<file path="config.mk">
export PLATFORM = sky130hd
export DESIGN_NAME = late_pipeline_regs
export DESIGN_NICKNAME = d
export VERILOG_FILES = /design/src/rtl/late_pipeline_regs.sv
export SDC_FILE = /design/constraint.sdc
export NUM_CORES = 1
export LEC_CHECK = 0
export CORE_MARGIN = 2
export CORE_UTILIZATION = 44
export DETAILED_ROUTE_END_ITERATION = 10
export PLACE_DENSITY = 0.95
export SYNTH_ARGS = -nofsm -noshare
export SYNTH_HDL_FRONTEND = slang
export SYNTH_SLANG_ARGS = --single-unit
</file>
<file path="constraint.sdc">
create_clock -name clk -period 3.9 [get_ports clk]
set_input_delay 0.78 -clock clk [delete_from_list [all_inputs] [get_ports clk]]
set_output_delay 0.78 -clock clk [all_outputs]
set_load 0.02 [all_outputs]
</file>
<file path="src/rtl/late_pipeline_regs.sv">
// late_pipeline_regs: EX/MEM, MEM/WB and WB-shadow pipeline registers of the
// 5-stage RV32I core. Handles data-memory wait states and drains the pipe
// after an ecall halt commits, then parks in a sticky halted state.
module late_pipeline_regs #(
  parameter int DATA_W = 32
) (
  input  logic              clk,
  input  logic              reset,
  input  logic              ex_valid,
  input  logic [4:0]        ex_rd,
  input  logic              ex_reg_write,
  input  logic              ex_mem_read,
  input  logic              ex_mem_write,
  input  logic              ex_mem_to_reg,
  input  logic              ex_is_halt,
  input  logic [DATA_W-1:0] ex_alu_result,
  input  logic [DATA_W-1:0] ex_rs2_data,
  output logic [DATA_W-1:0] dmem_addr,
  output logic [DATA_W-1:0] dmem_din,
  output logic              dmem_read,
  output logic              dmem_write,
  input  logic [DATA_W-1:0] dmem_dout,
  input  logic              dmem_ready,
  output logic [4:0]        ex_mem_rd,
  output logic [4:0]        mem_wb_rd,
  output logic [4:0]        wb_write_rd,
  output logic              ex_mem_reg_write,
  output logic              mem_wb_reg_write,
  output logic              wb_reg_write,
  output logic [DATA_W-1:0] ex_mem_alu_result,
  output logic [DATA_W-1:0] mem_wb_data,
  output logic [DATA_W-1:0] wb_write_data,
  output logic              rf_write_enable,
  output logic [4:0]        rf_rd,
  output logic [DATA_W-1:0] rf_wd,
  output logic              stall_upstream,
  output logic              is_halted
);

  localparam logic [1:0] ST_RUN    = 2'd0;
  localparam logic [1:0] ST_DRAIN  = 2'd1;
  localparam logic [1:0] ST_HALTED = 2'd2;

  logic [1:0] state_reg, state_next;

  // EX/MEM slot
  logic              em_valid_reg;
  logic [4:0]        em_rd_reg;
  logic              em_reg_write_reg;
  logic              em_mem_read_reg;
  logic              em_mem_write_reg;
  logic              em_mem_to_reg_reg;
  logic              em_is_halt_reg;
  logic [DATA_W-1:0] em_alu_result_reg;
  logic [DATA_W-1:0] em_rs2_data_reg;

  // MEM/WB slot
  logic              mw_valid_reg;
  logic [4:0]        mw_rd_reg;
  logic              mw_reg_write_reg;
  logic              mw_is_halt_reg;
  logic [DATA_W-1:0] mw_data_reg;

  // WB shadow (what the register file received last cycle)
  logic [4:0]        wb_rd_reg;
  logic              wb_reg_write_reg;
  logic [DATA_W-1:0] wb_data_reg;

  logic              run;
  logic              halt_commit;
  logic              mem_stall;
  logic              flush;
  logic [DATA_W-1:0] mw_data_next;

  assign run         = (state_reg == ST_RUN);
  // The halt leaves MEM/WB on this edge; everything younger is squashed.
  assign halt_commit = run & mw_valid_reg & mw_is_halt_reg;
  assign mem_stall   = em_valid_reg & (em_mem_read_reg | em_mem_write_reg) & ~dmem_ready;
  // Both slots take bubbles when draining/halted or when the halt commits.
  assign flush       = ~run | halt_commit;
  assign mw_data_next = em_mem_to_reg_reg ? dmem_dout : em_alu_result_reg;

  // Memory request; strobes are suppressed outside RUN and while reset is held
  // so nothing is issued in the reset cycle itself.
  assign dmem_addr  = em_alu_result_reg;
  assign dmem_din   = em_rs2_data_reg;
  assign dmem_read  = reset & run & em_valid_reg & em_mem_read_reg;
  assign dmem_write = reset & run & em_valid_reg & em_mem_write_reg;

  // Forwarding taps at distances 1, 2 and 3
  assign ex_mem_rd         = em_rd_reg;
  assign ex_mem_reg_write  = em_valid_reg & em_reg_write_reg;
  assign ex_mem_alu_result = em_alu_result_reg;
  assign mem_wb_rd         = mw_rd_reg;
  assign mem_wb_reg_write  = mw_valid_reg & mw_reg_write_reg;
  assign mem_wb_data       = mw_data_reg;
  assign wb_write_rd       = wb_rd_reg;
  assign wb_reg_write      = wb_reg_write_reg;
  assign wb_write_data     = wb_data_reg;

  // Register-file write port; x0 is never written
  assign rf_write_enable = reset & run & mw_valid_reg & mw_reg_write_reg & (mw_rd_reg != 5'd0);
  assign rf_rd           = mw_rd_reg;
  assign rf_wd           = mw_data_reg;

  assign stall_upstream = ~run | mem_stall;
  assign is_halted      = (state_reg == ST_HALTED);

  // Halt sequencing: RUN -> DRAIN when the halt commits, then HALTED for good
  always_comb begin
    state_next = state_reg;
    case (state_reg)
      ST_RUN:    if (halt_commit) state_next = ST_DRAIN;
      ST_DRAIN:  state_next = ST_HALTED;
      ST_HALTED: state_next = ST_HALTED;
      default:   state_next = ST_RUN;
    endcase
  end

  // State register
  always_ff @(posedge clk) begin
    if (!reset) state_reg <= ST_RUN;
    else        state_reg <= state_next;
  end

  // EX/MEM slot: capture EX, hold on a memory stall, bubble on flush
  always_ff @(posedge clk) begin
    if (!reset) begin
      em_valid_reg      <= 1'b0;
      em_rd_reg         <= 5'd0;
      em_reg_write_reg  <= 1'b0;
      em_mem_read_reg   <= 1'b0;
      em_mem_write_reg  <= 1'b0;
      em_mem_to_reg_reg <= 1'b0;
      em_is_halt_reg    <= 1'b0;
      em_alu_result_reg <= '0;
      em_rs2_data_reg   <= '0;
    end else if (flush) begin
      em_valid_reg <= 1'b0;
    end else if (!mem_stall) begin
      em_valid_reg      <= ex_valid;
      em_rd_reg         <= ex_rd;
      em_reg_write_reg  <= ex_reg_write;
      em_mem_read_reg   <= ex_mem_read;
      em_mem_write_reg  <= ex_mem_write;
      em_mem_to_reg_reg <= ex_mem_to_reg;
      em_is_halt_reg    <= ex_is_halt;
      em_alu_result_reg <= ex_alu_result;
      em_rs2_data_reg   <= ex_rs2_data;
    end
  end

  // MEM/WB slot: takes the EX/MEM result (load data when ready), bubble otherwise
  always_ff @(posedge clk) begin
    if (!reset) begin
      mw_valid_reg     <= 1'b0;
      mw_rd_reg        <= 5'd0;
      mw_reg_write_reg <= 1'b0;
      mw_is_halt_reg   <= 1'b0;
      mw_data_reg      <= '0;
    end else if (flush || mem_stall) begin
      mw_valid_reg <= 1'b0;
    end else begin
      mw_valid_reg     <= em_valid_reg;
      mw_rd_reg        <= em_rd_reg;
      mw_reg_write_reg <= em_reg_write_reg;
      mw_is_halt_reg   <= em_is_halt_reg;
      mw_data_reg      <= mw_data_next;
    end
  end

  // WB shadow: remember the register-file write just performed
  always_ff @(posedge clk) begin
    if (!reset) begin
      wb_rd_reg        <= 5'd0;
      wb_reg_write_reg <= 1'b0;
      wb_data_reg      <= '0;
    end else begin
      wb_rd_reg        <= rf_rd;
      wb_reg_write_reg <= rf_write_enable;
      wb_data_reg      <= rf_wd;
    end
  end

endmodule

</file>
==> flow_metrics.env, run 1 <==
export IMPL_seq_area_frac_synth_pct=46.3
export IMPL_synth_top_cells_by_area="dfxtp_1, mux2i_1, nand2_1"
export IMPL_synth_top_area_share_pct=46.3
export IMPL_hpwlAfterDp_um=12500
export IMPL_core_mm2=0.0150
export IMPL_root_buffer="clkbuf_16"
export IMPL_totalWireLength_um=17000
export IMPL_synth_net_count=779
export IMPL_antenna_found_initial=0
export IMPL_rsz0062_at_grt="false"
export IMPL_fin_cells=1108
export IMPL_grt_start_max_net_pins=99
export IMPL_place_area_mm2=0.00944
export IMPL_cts_sinks=155
export IMPL_endpoint_kind="output port"
export IMPL_clk_pin_slew_ns=0.06
export IMPL_grt_use_total_pct=20.1
export IMPL_place_inst=1078
export IMPL_drt_iter0_drc=156
export IMPL_drc=0
export IMPL_post_cts_resized=0
export IMPL_hold_end="dmem_din[28]"
export IMPL_yosys_area_top_type="dfxtp_1"
export IMPL_slowest_stage="clkdlybuf4s50_1"
export IMPL_fin_worst_skew_ns=0.00831
export IMPL_hold_viol_final=0
export IMPL_crit_top_cell="clkdlybuf4s50_1"
export IMPL_cp_max_fo=4
export IMPL_layout_common_cells="clkdlybuf4s50_1, nand2_1, dfxtp_1"
export IMPL_synth_area_mm2=0.00670
export IMPL_wire_per_inst_um=15.3
export IMPL_crit_required_ns=3.12
export IMPL_r2r_cells=6
export IMPL_clk_latency_ns=0.41
export IMPL_worst_pin_slew_ns=1.11
export IMPL_vias_per_cell=4.71
export IMPL_setup_viol=0
export IMPL_p_leak_nw=3.89
export IMPL_port_buffers=329
export IMPL_cp_slowest_stage_delay_ns=0.70
export IMPL_final_common_cell="clkdlybuf4s50_1"
export IMPL_cts_tree="done"
export IMPL_final_setup_tns_ns=0
export IMPL_cts_hold_buffers=0
export IMPL_ir_drop_uv=351
export IMPL_cp_top_family="buffers and inverters"
export IMPL_die_h_um=127
export IMPL_postSynthAreaPerCell_um2=10.1
export IMPL_antennaDiodeCount=0
export IMPL_status="finished clean"
export IMPL_grt_pass1_wl_um=25700
export IMPL_maxCapViolations=0
export IMPL_min_delay_start="dmem_din[28]"
export IMPL_fill_cells=1130
export IMPL_vias=5222
export IMPL_r2r_slack_ns=1.91
export IMPL_h_tree_depth=4
export IMPL_die_w_um=127
export IMPL_post_cts_buffers=0
export IMPL_period_needed_ns=3.17
export IMPL_critPathLaunch="dmem_ready"
export IMPL_power_density_mw_per_mm2=598
export IMPL_path_buf_inv=2
export IMPL_grt_pass1_vias=5074
export IMPL_drtPass1Iterations=4
export IMPL_rows=45
export IMPL_yosysWarningCount=0
export IMPL_final_nets=1022
export IMPL_min_path_type="flop to flop"
export IMPL_start_util_pct=44.6
export IMPL_area_growth_pct=49.7
export IMPL_boundaryPins=330
export IMPL_worstReg2RegStart="state_reg[1]"
export IMPL_holdPathStages=2
export IMPL_crit_chain="clkdlybuf4s50_1, nand2b_1, o21ai_0, clkdlybuf4s50_1"
export IMPL_slew_headroom_pct=26.0
export IMPL_post_route_cells_drive_above_1_share_pct=7.61
export IMPL_utilization_pct=66.7
export IMPL_worstPathArrival_ns=2.39
export IMPL_final_antenna_net_count=0
export IMPL_design_area_mm2=0.0100
export IMPL_gr_total_overflow=0
export IMPL_cts_buffers=17
export IMPL_synth_cells=666
export IMPL_synth_seq_cells=155
export IMPL_worstSetupPathType="primary input to output port"
export IMPL_period_share_pct=81.2
export IMPL_worst_setup_path_start_kind="primary input"
export IMPL_dieArea_mm2=0.0162
export IMPL_cts_buffer_depth=2
export IMPL_slew_viol_final=0
export IMPL_timing_rr_end="mem_wb_data[20]"
export IMPL_max_freq_mhz=316
export IMPL_place_congestion=0.797
export IMPL_yosys_cell_types_count=26
## per-stage QoR
stage	setup slack [ns]	power [mW]	hold WS (ns)
finish	0.732	6.00	0.456
global route	0.606	6.28	0.479
CTS	0.708	6.07	0.458
detailed placement	0.708	4.39	0.450
global placement	0.774	4.34	0.443
floorplan	1.38	3.66	0.434
## cells in the mapped netlist
library cell / n
mux2i_1: 114
o21ai_4: 1
nand2_1: 155
nor3b_1: 1
o21ai_0: 2
a21oi_1: 2
a21boi_4: 1
clkbuf_1: 20
ha_1: 3
mux2_1: 1
dfxtp_1: 155
mux2_2: 21
buf_2: 9
mux2_4: 10
buf_4: 70
inv_1: 9
nand2b_1: 1
nand3_1: 2
o2bb2ai_1: 1
and2_1: 35
nor3_1: 1
o2111a_1: 1
buf_6: 2
buf_12: 9
nor2b_1: 35
nor2_1: 5
## worst reg2reg max path, stage by stage, from the launching register on
cell and delay, ns:
dfxtp_1 0.35, inv_1 0.07, ha_1 0.27, a21boi_4 0.19, o21ai_4 0.09, buf_4 0.47
mux2_2 0.43
## area by class of cell
cell class	instances	area, um2	area share (%)
timing repair buffer	334	3340	33.3
sequential	155	3100	30.9
multi-input combinational	392	2720	27.1
clock buffer	19	453	4.51
tap	188	235	2.34
clock inverter	11	145	1.45
inverter	9	33.8	0.337
## worst max path at each step
stage	end	depth (start not counted)
CTS	stall_upstream	4
finish	stall_upstream	4
floorplan	dmem_read	5
detailed placement	stall_upstream	4
global placement	stall_upstream	4
global route	stall_upstream	4
## logic make-up after synthesis
group / count (synthesis) / synth area share, %
AOI/OAI and AO/OA: 8 / 1.12
adders and majority gates: 3 / 0.560
buffers and inverters: 119 / 13.2
DFF: 155 / 46.3
muxes: 146 / 23.0
and+or+nand+nor: 235 / 15.9
## layer usage
layer  global-route usage, %  vias up  wire length (um)
met5                       0        -                 0
met4                    8.21        0               327
met3                    6.70       21              1420
met2                    36.7      218              8820
met1                    21.2     2423              6410
li1                        -     2560                 -
## power by group
part / switching, mW / internal (mW)
Sequential: 0.229 / 1.86
Clock: 0.628 / 1.03
Combinational: 1.09 / 1.16
No activity file was read; power rests on OpenSTA's default activity.
==> run 2: changes to the inputs <==
- CORE_UTILIZATION: 44 -> 41
- PLACE_DENSITY: 0.95 -> 0.92
- clock period: 3.9 -> 3.25 ns (I/O delays scaled with it)
==> run 2 against run 1 <==
Effect of this change:
- non-clock buffer count is 1 higher
- highest routed layer unchanged
- design area is 0.74% higher
- register-to-register slack worse by 0.62 ns
- first-iteration DRC count is 4.5% higher
- global-route usage is 0.65 points lower
- wire length is 2.3% higher
- combinational power is 22% higher
- power is 21% higher
- critical endpoint unchanged
- setup slack worse by 0.37 ns
- hold slack better by 0.0041 ns
- die area is 7.1% higher
- critical path depth stayed put
==> flow_metrics.env, run 2 (same netlist as run 1, synthesis figures left out) <==
export IMPL_start_util_pct=42.0
export IMPL_hold_viol_final=0
export IMPL_power_density_mw_per_mm2=717
export IMPL_cts_buffers=17
export IMPL_worst_pin_slew_ns=0.649
export IMPL_drc=0
export IMPL_antenna_found_initial=1
export IMPL_hpwlAfterDp_um=12700
export IMPL_p_leak_nw=3.90
export IMPL_gr_total_overflow=0
export IMPL_wire_per_inst_um=15.2
export IMPL_area_growth_pct=50.8
export IMPL_dieArea_mm2=0.0174
export IMPL_cp_max_fo=4
export IMPL_layout_common_cells="clkdlybuf4s50_1, nand2_1, dfxtp_1"
export IMPL_utilization_pct=63.4
export IMPL_post_route_cells_drive_above_1_share_pct=7.70
export IMPL_grt_pass1_vias=5181
export IMPL_fill_cells=1275
export IMPL_root_buffer="clkbuf_16"
export IMPL_place_inst=1107
export IMPL_min_path_type="flop to flop"
export IMPL_max_freq_mhz=347
export IMPL_period_share_pct=88.7
export IMPL_die_h_um=132
export IMPL_core_mm2=0.0159
export IMPL_cts_hold_buffers=0
export IMPL_slew_headroom_pct=56.7
export IMPL_port_buffers=329
export IMPL_totalWireLength_um=17400
export IMPL_seq_area_mm2=0.00310
export IMPL_place_congestion=0.770
export IMPL_post_cts_resized=0
export IMPL_post_cts_buffers=0
export IMPL_clk_latency_ns=0.42
export IMPL_ir_drop_uv=341
export IMPL_die_w_um=132
export IMPL_final_nets=1023
export IMPL_fin_worst_skew_ns=0.00815
export IMPL_worst_setup_path_start_kind="primary input"
export IMPL_grt_pass1_wl_um=27000
export IMPL_h_tree_depth=4
export IMPL_multi_input_area_mm2=0.00272
export IMPL_final_setup_tns_ns=0
export IMPL_rsz0062_at_grt="false"
export IMPL_finalPower_mw=7.25
export IMPL_boundaryPins=330
export IMPL_crit_required_ns=2.60
export IMPL_vias_per_cell=4.64
export IMPL_fin_cells=1139
export IMPL_worstPathArrival_ns=2.23
export IMPL_drt_iter0_drc=163
export IMPL_cts_sinks=155
export IMPL_drtPass1Iterations=4
export IMPL_cts_buffer_depth=2
export IMPL_clk_pin_slew_ns=0.06
export IMPL_worstSetupPathType="primary input to output port"
export IMPL_grt_use_total_pct=19.5
export IMPL_rows=46
export IMPL_period_needed_ns=2.88
export IMPL_grt_start_max_net_pins=179
export IMPL_endpoint_kind="output port"
export IMPL_final_common_cell="clkdlybuf4s50_1"
export IMPL_final_antenna_net_count=0
export IMPL_slew_viol_final=0
export IMPL_maxCapViolations=0
export IMPL_status="finished clean"
export IMPL_cts_tree="done"
export IMPL_vias=5281
export IMPL_setup_viol=0
## run 2: cell count changes in the layout (fill, tap and decap cells not counted)
cell / change
buf_12: +2
buf_4: -1
clkbuf_1: +1
clkinv_4: +1
diode_2: +1
inv_6: -1
## run 2: per-layer routing
layer  GRT usage, %  share of wire (%)  vias to the layer above
met4           8.33                2.7                        0
li1               -                  -                     2568
met3           7.23                8.6                       33
met2           34.6                 50                      231
met5              0                  0                        -
met1           20.6                 38                     2449
## run 2: path summary, 6_finish.rpt
path / startpoint / end / slack (ns) / cells past startpoint
setup reg to reg: state_reg[0] / dmem_addr[11] / 1.29 / 7
hold reg to reg: dmem_din[18] / dmem_din[18] / 0.46 / 2
hold / removal: dmem_din[18] / dmem_din[18] / 0.46 / 2
setup / recovery: dmem_ready / stall_upstream / 0.37 / 4
## run 2: per-stage QoR
| step | hold slack [ns] | worst slack [ns] | area [um2] |
|---|---|---|---|
| floorplan | 0.434 | 0.990 | 6700 |
| global placement | 0.443 | 0.416 | 9500 |
| detailed placement | 0.451 | 0.327 | 9500 |
| CTS | 0.461 | 0.335 | 10100 |
| global route | 0.476 | 0.269 | 10100 |
| finish | 0.460 | 0.367 | 10100 |
## run 2: cell type report
cell class              instances  share of cell area (%)
repair buffers                335                    33.4
flip-flops and latches        155                    30.7
well taps                     216                    2.67
clock buffers                  20                    4.52
inverters                       9                   0.334
diodes                          1                  0.0248
multi-input cells             392                    26.9
clock inverters                11                    1.44
## run 2: power by group
| group | internal, mW | total [mW] | switching [mW] |
|---|---|---|---|
| combinational | 1.40 | 2.75 | 1.34 |
| sequential | 2.23 | 2.48 | 0.247 |
| clock | 1.24 | 2.02 | 0.779 |
| total | 4.88 | 7.25 | 2.37 |
## run 2: critical path, cell delays in order
cell             delay (ns)
clkdlybuf4s50_1        0.39
nand2b_1               0.21
o21ai_0                0.29
clkdlybuf4s50_1        0.69
==> run 3: changes to the inputs <==
- CORE_MARGIN: 2 -> default
==> run 3 against run 2 <==
Effect of this change:
- maximum frequency shrank 0.58%
- hold slack lost 0.0027 ns
- sequential power about the same
- clock power is 6% higher
- sequential share of layout area fell by 0.057 points
- die area decreased by 3.0%
- wire length shrank 4.6%
==> flow_metrics.env, run 3 (same netlist as run 1, synthesis figures left out) <==
export IMPL_r2r_slack_ns=1.34
export IMPL_final_setup_tns_ns=0
export IMPL_rsz0062_at_grt="false"
export IMPL_hold_end="dmem_din[8]"
export IMPL_cts_buffer_depth=2
export IMPL_min_delay_start="dmem_din[8]"
export IMPL_wire_per_inst_um=14.6
export IMPL_cts_sinks=155
export IMPL_cp_top_family="buffers and inverters"
export IMPL_worst_setup_path_start_kind="primary input"
export IMPL_max_freq_mhz=345
export IMPL_die_w_um=130
export IMPL_clk_pin_slew_ns=0.07
export IMPL_finalWorstSetupSlack_ns=0.350
export IMPL_p_clk_share_pct=29.2
export IMPL_fin_worst_skew_ns=0.00810
export IMPL_cts_buffers=17
export IMPL_final_common_cell="clkdlybuf4s50_1"
export IMPL_holdPathStages=2
export IMPL_clk_latency_ns=0.41
export IMPL_rows=46
export IMPL_maxCapViolations=0
export IMPL_p_leak_nw=3.91
export IMPL_place_congestion=0.735
export IMPL_hpwlAfterDp_um=12200
export IMPL_netSwitchingFraction_pct=32.4
export IMPL_post_cts_resized=0
export IMPL_power_density_mw_per_mm2=725
export IMPL_drtPass1Iterations=7
export IMPL_die_h_um=130
export IMPL_finalPower_mw=7.34
export IMPL_endpoint_kind="output port"
export IMPL_dieArea_mm2=0.0169
export IMPL_port_buffers=329
export IMPL_drt_iter0_drc=107
export IMPL_period_share_pct=89.2
export IMPL_hold_viol_final=0
export IMPL_critPathLaunch="dmem_ready"
export IMPL_min_path_type="flop to flop"
export IMPL_antennaDiodeCount=0
export IMPL_root_buffer="clkbuf_16"
export IMPL_period_needed_ns=2.90
export IMPL_cts_tree="done"
export IMPL_status="finished clean"
export IMPL_p_int_mw=4.96
export IMPL_worstReg2RegStart="state_reg[1]"
export IMPL_cp_slowest_stage_delay_ns=0.72
export IMPL_slew_viol_final=0
export IMPL_sequentialPowerShare_pct=33.7
export IMPL_grt_use_total_pct=19.1
export IMPL_timing_rr_end="mem_wb_data[24]"
export IMPL_utilization_pct=63.5
export IMPL_crit_chain="clkdlybuf4s50_1, nand2b_1, o21ai_0, clkdlybuf4s50_1"
export IMPL_grt_pass1_vias=4780
export IMPL_grt_start_max_net_pins=98
export IMPL_worst_pin_slew_ns=0.810
export IMPL_grt_pass1_wl_um=24600
export IMPL_path_buf_inv=2
export IMPL_setup_viol=0
export IMPL_start_util_pct=42.0
export IMPL_antenna_found_initial=0
export IMPL_post_route_cells_drive_above_1_share_pct=7.70
export IMPL_final_antenna_net_count=0
export IMPL_crit_required_ns=2.60
export IMPL_slowest_stage="clkdlybuf4s50_1"
export IMPL_totalWireLength_um=16600
export IMPL_p_sw_mw=2.38
export IMPL_area_growth_pct=51.1
export IMPL_post_cts_buffers=0
export IMPL_drc=0
export IMPL_r2r_cells=6
export IMPL_vias=5153
export IMPL_cts_hold_buffers=0
export IMPL_core_mm2=0.0159
export IMPL_layout_common_cells="clkdlybuf4s50_1, nand2_1, dfxtp_1"
export IMPL_boundaryPins=330
export IMPL_crit_top_cell="clkdlybuf4s50_1"
export IMPL_final_nets=1022
export IMPL_cp_max_fo=4
export IMPL_p_comb_share_pct=37.0
export IMPL_vias_per_cell=4.53
export IMPL_worstSetupPathType="primary input to output port"
export IMPL_ir_drop_uv=422
export IMPL_worstPathArrival_ns=2.25
export IMPL_h_tree_depth=4
export IMPL_gr_total_overflow=0
export IMPL_dp_slack_ns=0.332
export IMPL_slew_headroom_pct=46.0
## run 3: cell types whose count changed in the layout (fill, tap and decap cells not counted)
cell,previous run,this run
buf_12,3,2
inv_6,0,2
diode_2,1,0
bufinv_16,3,4
clkinv_2,3,0
clkinv_4,2,3
## run 3: worst max path at each step
stage,cells past startpoint,end,slack [ns]
CTS,4,stall_upstream,0.34
floorplan,5,dmem_read,0.99
global route,4,stall_upstream,0.25
global placement,4,stall_upstream,0.39
finish,4,stall_upstream,0.35
detailed placement,4,stall_upstream,0.33
## run 3: through the flow
| step | std cells | instance area, um2 | hold slack, ns |
|---|---|---|---|
| global route | 1138 | 10100 | 0.475 |
| finish | 1138 | 10100 | 0.457 |
| global placement | 1106 | 9480 | 0.443 |
| floorplan | 666 | 6700 | 0.434 |
| CTS | 1138 | 10100 | 0.460 |
| detailed placement | 1106 | 9480 | 0.452 |
## run 3: routing by layer
metal  global-route usage [%]  up-vias  share of wire, %
li1                         -     2566                 -
met5                        0        -                 0
met2                     34.5      213                50
met1                     20.2     2352                38
met3                     7.09       22               9.2
met4                     7.52        0               2.0
## run 3: area by class of cell
type	instances	area, um2
sequential	155	3100
timing repair buffer	334	3360
multi-input combinational	392	2720
inverter	9	33.8
tap	216	270
clock buffer	20	457
clock inverter	12	186
fill	1259	5820
## run 3: tightest hold or removal path: stages (launching register included)
cell and delay, ns:
dfxtp_1 0.31, nand2_1 0.05, mux2i_1 0.05
## run 3: power by group through the flow
stage               clock [mW]  combinational, mW  sequential (mW)
finish                    2.15               2.72             2.48
global route              2.28               2.88             2.52
CTS                       2.19               2.75             2.48
detailed placement           0               2.74             2.52
global placement             0               2.70             2.51
floorplan                    0               1.57             2.82
